File: config.mk
export PLATFORM = sky130hd
export DESIGN_NAME = mem_branch_resolve_flat
export DESIGN_NICKNAME = d
export VERILOG_FILES = /design/src/rtl/mem_stage_pkg.sv /design/src/rtl/mem_branch_resolve_if.sv /design/src/rtl/ex_mem_reg.sv /design/src/rtl/mem_branch_resolve.sv /design/src/flat_wrapper.sv
export SDC_FILE = /design/constraint.sdc
export NUM_CORES = 1
export LEC_CHECK = 0
export CAP_MARGIN = 20
export CORE_AREA = 2 2 97 118
export CTS_CLUSTER_DIAMETER = 150
export CTS_CLUSTER_SIZE = 30
export DETAILED_ROUTE_END_ITERATION = 12
export DIE_AREA = 0 0 99 120
export GPL_TIMING_DRIVEN = 0
export PLACE_DENSITY = 0.82
export SLEW_MARGIN = 30
export SYNTH_ARGS = -nofsm -noshare
export SYNTH_HDL_FRONTEND = slang
export SYNTH_SLANG_ARGS = --single-unit
File: constraint.sdc
create_clock -name clk -period 3.6 [get_ports clk]
set_input_delay 0.36 -clock clk [delete_from_list [all_inputs] [get_ports clk]]
set_output_delay 0.36 -clock clk [all_outputs]
set_load 0.01 [all_outputs]
File: src/rtl/mem_stage_pkg.sv
// ---------------------------------------------------------------------------
// mem_stage_pkg
// Shared types for the MEM-stage branch/jump resolution slice.
//   mem_state_e   : redirect FSM states (IDLE, REDIRECT)
//   ex_mem_t      : EX/MEM stage register contents (control fields + target)
//   EX_MEM_BUBBLE : all-zero stage register contents (no instruction)
//   is_taken()    : resolves a stage register entry against not-taken fetch
// ---------------------------------------------------------------------------
package mem_stage_pkg;

    localparam int XLEN_DEF = 32;

    typedef enum logic {
        IDLE     = 1'b0,
        REDIRECT = 1'b1
    } mem_state_e;

    typedef struct packed {
        logic                valid;
        logic                jump;
        logic                branch;
        logic                inverse_branch;
        logic                zero;
        logic [XLEN_DEF-1:0] target;
    } ex_mem_t;

    localparam ex_mem_t EX_MEM_BUBBLE = '0;

    // Fetch always predicts not-taken, so any taken jump/branch is a
    // misprediction. A jump wins over a branch flag if both are set.
    function automatic logic is_taken(input ex_mem_t m);
        return m.valid & (m.jump | (m.branch & (m.zero ^ m.inverse_branch)));
    endfunction

endpackage

File: src/rtl/mem_branch_resolve_if.sv
// ---------------------------------------------------------------------------
// mem_branch_resolve_if
// Bundles the EX->MEM control fields and the MEM->fetch redirect handshake.
//   ex_valid/ex_jump/ex_branch/ex_inverse_branch/ex_zero/ex_target : EX side
//   redirect_valid/redirect_pc : redirect request towards fetch
//   redirect_ready             : fetch accepts the redirect
// Modports:
//   master : EX stage + fetch side (drives ex_* and redirect_ready)
//   slave  : the resolution unit (drives redirect_valid/redirect_pc)
// ---------------------------------------------------------------------------
interface mem_branch_resolve_if #(
    parameter int XLEN = 32
);
    logic            ex_valid;
    logic            ex_jump;
    logic            ex_branch;
    logic            ex_inverse_branch;
    logic            ex_zero;
    logic [XLEN-1:0] ex_target;
    logic            redirect_valid;
    logic [XLEN-1:0] redirect_pc;
    logic            redirect_ready;

    modport master (
        output ex_valid, ex_jump, ex_branch, ex_inverse_branch, ex_zero,
               ex_target, redirect_ready,
        input  redirect_valid, redirect_pc
    );

    modport slave (
        input  ex_valid, ex_jump, ex_branch, ex_inverse_branch, ex_zero,
               ex_target, redirect_ready,
        output redirect_valid, redirect_pc
    );
endinterface

File: src/rtl/ex_mem_reg.sv
// ---------------------------------------------------------------------------
// ex_mem_reg
// EX/MEM stage register with flush > stall > fire > load priority.
//   clk, rst_n : clock, asynchronous active-low reset
//   i_flush    : external flush, loads a bubble
//   i_stall    : hold current contents
//   i_fire     : a taken branch resolves this cycle; the EX instruction is
//                younger than it, so a bubble is loaded instead
//   i_d        : EX stage fields
//   o_q        : registered MEM stage fields
// ---------------------------------------------------------------------------
module ex_mem_reg
    import mem_stage_pkg::*;
(
    input  logic    clk,
    input  logic    rst_n,
    input  logic    i_flush,
    input  logic    i_stall,
    input  logic    i_fire,
    input  ex_mem_t i_d,
    output ex_mem_t o_q
);

    ex_mem_t r_q;

    always_ff @(posedge clk or negedge rst_n) begin
        if (!rst_n) begin
            r_q <= EX_MEM_BUBBLE;
        end else if (i_flush) begin
            r_q <= EX_MEM_BUBBLE;
        end else if (i_stall) begin
            r_q <= r_q;
        end else if (i_fire) begin
            r_q <= EX_MEM_BUBBLE;
        end else begin
            r_q <= i_d;
        end
    end

    assign o_q = r_q;

endmodule

File: src/rtl/mem_branch_resolve.sv
// ---------------------------------------------------------------------------
// mem_branch_resolve
// MEM-stage branch/jump resolution against a static not-taken fetch policy.
// A taken branch/jump squashes younger stages (flush_o) and raises a
// registered redirect request that is held until fetch accepts it.
//   clk, rst_n          : clock, asynchronous active-low reset
//   bus (slave)         : EX fields in, redirect_valid/redirect_pc out,
//                         redirect_ready in
//   stall_i             : downstream stall, holds the stage register
//   flush_i             : external trap flush, highest priority
//   flush_o             : squash IF/ID and ID/EX (combinational, = fire)
//   stall_o             : freeze upstream while a redirect is pending
//   branch_cnt          : resolved conditional branches (wraps)
//   taken_cnt           : redirects issued (wraps)
// ---------------------------------------------------------------------------
module mem_branch_resolve
    import mem_stage_pkg::*;
#(
    parameter int XLEN  = XLEN_DEF,
    parameter int CNT_W = 32
) (
    input  logic                   clk,
    input  logic                   rst_n,
    mem_branch_resolve_if.slave    bus,
    input  logic                   stall_i,
    input  logic                   flush_i,
    output logic                   flush_o,
    output logic                   stall_o,
    output logic [CNT_W-1:0]       branch_cnt,
    output logic [CNT_W-1:0]       taken_cnt
);

    ex_mem_t    w_ex;
    ex_mem_t    w_m;
    logic       w_idle;
    logic       w_taken;
    logic       w_fire;
    logic       w_branch_res;

    mem_state_e       r_state;
    logic             r_redirect_valid;
    logic [XLEN-1:0]  r_redirect_pc;
    logic [CNT_W-1:0] r_branch_cnt;
    logic [CNT_W-1:0] r_taken_cnt;

    always_comb begin
        w_ex                = EX_MEM_BUBBLE;
        w_ex.valid          = bus.ex_valid;
        w_ex.jump           = bus.ex_jump;
        w_ex.branch         = bus.ex_branch;
        w_ex.inverse_branch = bus.ex_inverse_branch;
        w_ex.zero           = bus.ex_zero;
        w_ex.target         = bus.ex_target;
    end

    ex_mem_reg u_ex_mem_reg (
        .clk     (clk),
        .rst_n   (rst_n),
        .i_flush (flush_i),
        .i_stall (stall_i),
        .i_fire  (w_fire),
        .i_d     (w_ex),
        .o_q     (w_m)
    );

    assign w_idle  = (r_state == IDLE);
    assign w_taken = is_taken(w_m);

    // Resolution happens only in an unstalled, unflushed IDLE cycle, so a
    // branch held under stall is resolved (and counted) exactly once.
    assign w_fire       = w_taken & ~stall_i & ~flush_i & w_idle;
    assign w_branch_res = w_m.valid & w_m.branch & ~w_m.jump
                          & ~stall_i & ~flush_i & w_idle;

    always_ff @(posedge clk or negedge rst_n) begin
        if (!rst_n) begin
            r_state          <= IDLE;
            r_redirect_valid <= 1'b0;
            r_redirect_pc    <= '0;
        end else begin
            case (r_state)
                IDLE: begin
                    if (w_fire) begin
                        r_state          <= REDIRECT;
                        r_redirect_valid <= 1'b1;
                        r_redirect_pc    <= w_m.target[XLEN-1:0];
                    end
                end
                REDIRECT: begin
                    // A trap flush takes fetch over, so the pending redirect
                    // is dropped just like an accepted one.
                    if (flush_i || bus.redirect_ready) begin
                        r_state          <= IDLE;
                        r_redirect_valid <= 1'b0;
                    end
                end
                default: begin
                    r_state          <= IDLE;
                    r_redirect_valid <= 1'b0;
                end
            endcase
        end
    end

    always_ff @(posedge clk or negedge rst_n) begin
        if (!rst_n) begin
            r_branch_cnt <= '0;
            r_taken_cnt  <= '0;
        end else begin
            if (w_branch_res) begin
                r_branch_cnt <= r_branch_cnt + 1'b1;
            end
            if (w_fire) begin
                r_taken_cnt <= r_taken_cnt + 1'b1;
            end
        end
    end

    assign flush_o            = w_fire;
    assign stall_o            = (r_state == REDIRECT);
    assign bus.redirect_valid = r_redirect_valid;
    assign bus.redirect_pc    = r_redirect_pc;
    assign branch_cnt         = r_branch_cnt;
    assign taken_cnt          = r_taken_cnt;

endmodule

File: src/flat_wrapper.sv
// flat-port wrapper written by rule: the top's interface ports become plain ports
module mem_branch_resolve_flat import mem_stage_pkg::*;
#(
    parameter int XLEN  = XLEN_DEF,
    parameter int CNT_W = 32
)
  (clk, rst_n, stall_i, flush_i, flush_o, stall_o, branch_cnt, taken_cnt, bus_ex_valid, bus_ex_jump, bus_ex_branch, bus_ex_inverse_branch, bus_ex_zero, bus_ex_target, bus_redirect_ready, bus_redirect_valid, bus_redirect_pc);
  mem_branch_resolve_if #(.XLEN(XLEN)) bus_i ();
  input  logic clk;
  input  logic rst_n;
  input  logic stall_i;
  input  logic flush_i;
  output logic flush_o;
  output logic stall_o;
  output logic [CNT_W-1:0] branch_cnt;
  output logic [CNT_W-1:0] taken_cnt;
  input wire logic [$bits(bus_i.ex_valid)-1:0] bus_ex_valid;
  input wire logic [$bits(bus_i.ex_jump)-1:0] bus_ex_jump;
  input wire logic [$bits(bus_i.ex_branch)-1:0] bus_ex_branch;
  input wire logic [$bits(bus_i.ex_inverse_branch)-1:0] bus_ex_inverse_branch;
  input wire logic [$bits(bus_i.ex_zero)-1:0] bus_ex_zero;
  input wire logic [$bits(bus_i.ex_target)-1:0] bus_ex_target;
  input wire logic [$bits(bus_i.redirect_ready)-1:0] bus_redirect_ready;
  output wire logic [$bits(bus_i.redirect_valid)-1:0] bus_redirect_valid;
  output wire logic [$bits(bus_i.redirect_pc)-1:0] bus_redirect_pc;
  assign bus_i.ex_valid = bus_ex_valid;
  assign bus_i.ex_jump = bus_ex_jump;
  assign bus_i.ex_branch = bus_ex_branch;
  assign bus_i.ex_inverse_branch = bus_ex_inverse_branch;
  assign bus_i.ex_zero = bus_ex_zero;
  assign bus_i.ex_target = bus_ex_target;
  assign bus_i.redirect_ready = bus_redirect_ready;
  assign bus_redirect_valid = bus_i.redirect_valid;
  assign bus_redirect_pc = bus_i.redirect_pc;
  mem_branch_resolve #(.XLEN(XLEN), .CNT_W(CNT_W)) u_core (.clk(clk), .rst_n(rst_n), .bus(bus_i), .stall_i(stall_i), .flush_i(flush_i), .flush_o(flush_o), .stall_o(stall_o), .branch_cnt(branch_cnt), .taken_cnt(taken_cnt));
endmodule
==> results.ini, run 1 <==
[outcome]
outcome=finished, final reports clean

[clock_network]
clk_latency_ps=410
post_cts_buffers=0
cts_tree=yes
cts_buffer_depth=2
cts_sinks=135
ctsResizeCount=0
path_clk_slew_ps=60
cts_buffers=17
htreeDepth=4
root_buffer=clkbuf_16

[placement]
io_buffers=140
placed_cells=741
dpl.hpwl_mm=8.93
gp_congestion=0.763
dp_slack_ps=400

[critical_path]
critical-path-slowest-cell=clkdlybuf4s50_1
r2r_cells=6
path_class=in -> out
r2r_slack_ps=1450
slowest_delay_ps=570
critical-path-top-delay-family=buffers and inverters
critPathCaptureType=primary output
cp-start-kind=primary input
critPathMaxFanout=10
worst_ep_required_time_ps=3240
reg2reg_to=u_core.bus.redirect_pc[16]
critical_path_arrival_ps=2860
reg2reg_from=u_core.u_ex_mem_reg.o_q[33]
path_cells=clkdlybuf4s50_1 > nor4b_4 > o211ai_4 > inv_1 > buf_2 > buf_2 > clkdlybuf4s50_1
path_buf_inv=5

[sta]
slew_violations=0
fin_crit_ps=3220
setup_violations=0
whs_ps=464
hold_viol=0
tightest_slew_ps=603
rsz0062_at_grt=false
fin_crit_sh=0.894
skew_ps=10.6
worst_slack_ps=381
fmax_mhz=311
max-slew-margin-rel=0.596

[global_route]
grt_pass1_vias=4227
grt_pass1_wl_mm=21.1
grt_usage=0.225
grt_max_degree=78
gr-total-overflow=0
antenna_found_initial=0

[power_and_ir_drop]
peakVddDrop_uv=279
p_leak_uw=0.00366
power_density_mw_per_mm2=460
power.total_uw=3510

[synth]
yosys.area.top_type_share=0.619
syn_area_mm2=0.00545
syn_avg_cell_area_um2=11.7
syn-num-nets=512
yosysSeqAreaShare=0.619
yosys_warnings=0
yosys.area.top_type=dfrtp_1
postSynthCellCount=468
netlist-cell-type-count=29
ys_ff_latch=135
synthTopCellsByArea=dfrtp_1 (62%), nand2_1 (8.7%), xnor2_1 (7.2%)

[cells_and_area]
final_common_cell=clkdlybuf4s50_1
n_antenna_cell=0
finalNonFillerCells=773
area_growth_pct=39.8
final_cell_mix=clkdlybuf4s50_1 (139), dfrtp_1 (135), nand2_1 (127), xnor2_1 (45), a22o_1 (37)
finalNetCount=673
drive_gt1_frac=0.0780

[die]
core_area_mm2=0.0108
die_h_um=120
ios=141
initial_core_util=0.506
fp-row-count=42
die_w_um=99
fp.dieArea_mm2=0.0119

[detailed_routing]
viasPerCell=5.36
drt_iter0_drc=188
wl_per_cell_um=16.8
drcViolationCount=0
dr_total_vias=4147
dr.pass1.iters=5
ant_nets=0
drt-total-wl_mm=13.0

[job]
drv_cap=0

[min_path]
min_path_type=in -> async

-- synth_stat cells (all sizes together) --
| cell | count |
|---|---|
| and2 | 5 |
| nand4 | 14 |
| dfrtp | 135 |
| nor2b | 1 |
| ha | 2 |
| buf | 8 |
| nor4b | 1 |
| nor2 | 8 |
| or2 | 1 |
| nor4 | 3 |
| mux2 | 1 |
| clkbuf | 8 |
| or3 | 1 |
| and3 | 12 |
| and4b | 1 |
| and3b | 1 |
| a22o | 37 |
| inv | 2 |
| o211ai | 1 |
| xnor2 | 45 |
| xor2 | 18 |
| o21ai | 1 |
| and4 | 6 |
| nor3 | 7 |
| nand3 | 22 |
| nand2 | 127 |
-- logic make-up after synthesis --
family,synth area share
flip-flops,0.619
buffers and inverters,0.0140
AND/OR/NAND/NOR,0.195
XOR/XNOR,0.101
AO/OA/AOI/OAI,0.0642
multiplexers,0.00206
adder cells (fa/ha/maj),0.00459
-- cell type report --
class                           instances  area [µm²]
Inverter                                2        7.51
Clock inverter                         13         134
Tap cell                              132         165
Buffer                                 16        68.8
Multi-Input combinational cell        315        2000
Sequential cell                       135        3380
Fill cell                             765        3150
Clock buffer                           18         429
Timing Repair Buffer                  142        1440
-- sequential cells by signal, summed over array words and instances (netlist names) --
signal and count:
u_core.branch_cnt 32, u_core.bus.redirect_pc 32, u_core.bus.redirect_valid 1, u_core.stall_o 1
u_core.taken_cnt 32, u_core.u_ex_mem_reg.o_q 37
-- power breakdown --
part           switching, µW  internal [µW]  leakage (µW)  total [µW]
registers               40.3           1570       0.00186        1610
clock network            653           1010      0.000271        1660
logic                    106            126       0.00153         232
-- what timing repair did --
item | in CTS | in global routing
hold endpoints to repair | 58 | 0
hold buffers | 1 | 0
setup endpoints to repair | 0 | 0
-- stage by stage --
step | setup TNS, ps | cell area, µm² | utilization
2_1_floorplan | 0 | 5450 | -
3_3_place_gp | -388600 | 7020 | 0.652
3_5_place_dp | 0 | 7050 | 0.655
4_1_cts | 0 | 7630 | 0.708
5_1_grt | 0 | 7630 | 0.708
6_report | 0 | 7630 | 0.708
-- routing by layer --
| metal | up-vias | part of all wire | global-route usage |
|---|---|---|---|
| met5 | - | 0 | 0 |
| met1 | 2086 | 0.40 | 0.275 |
| li1 | 1913 | - | - |
| met3 | 19 | 0.065 | 0.0670 |
| met2 | 129 | 0.52 | 0.373 |
| met4 | 0 | 0.016 | 0.0890 |
-- worst register-to-register path, delay by kind of cell (launching register included) --
kind                      cells  cell delay (ps)
AOI/OAI and AO/OA             1              370
xor gates and xnor gates      1              190
buffers and inverters         2              930
DFF                           1              400
and+or+nand+nor               2              210
-- worst max-delay path by stage --
stage / start / to / cells after the start
6_report: flush_i / flush_o / 7
5_1_grt: flush_i / flush_o / 7
4_1_cts: flush_i / flush_o / 7
3_5_place_dp: flush_i / flush_o / 7
3_3_place_gp: rst_n / u_core.taken_cnt[27] / 1
2_1_floorplan: u_core.stall_o / flush_o / 5
(Power assumes the default switching activity.)
==> run 2, diff against run 1 <==
==> constraint.sdc (replaced) <==
create_clock -name clk -period 3.8 [get_ports clk]
set_input_delay 0.38 -clock clk [delete_from_list [all_inputs] [get_ports clk]]
set_output_delay 0.38 -clock clk [all_outputs]
set_load 0.01 [all_outputs]
==> results of run 2 <==
Same layout as run 1 (identical final DEF). Status: finished, final reports clean.
Among the figures that moved: setup slack after placement 400 ps -> 560 ps; setup slack after layout 381 ps -> 541 ps; hold slack 464 ps -> 469 ps; register-to-register setup slack 1450 ps -> 1650 ps; total power 3510 µW -> 3320 µW; worst IR drop on VDD 279 µV -> 265 µV
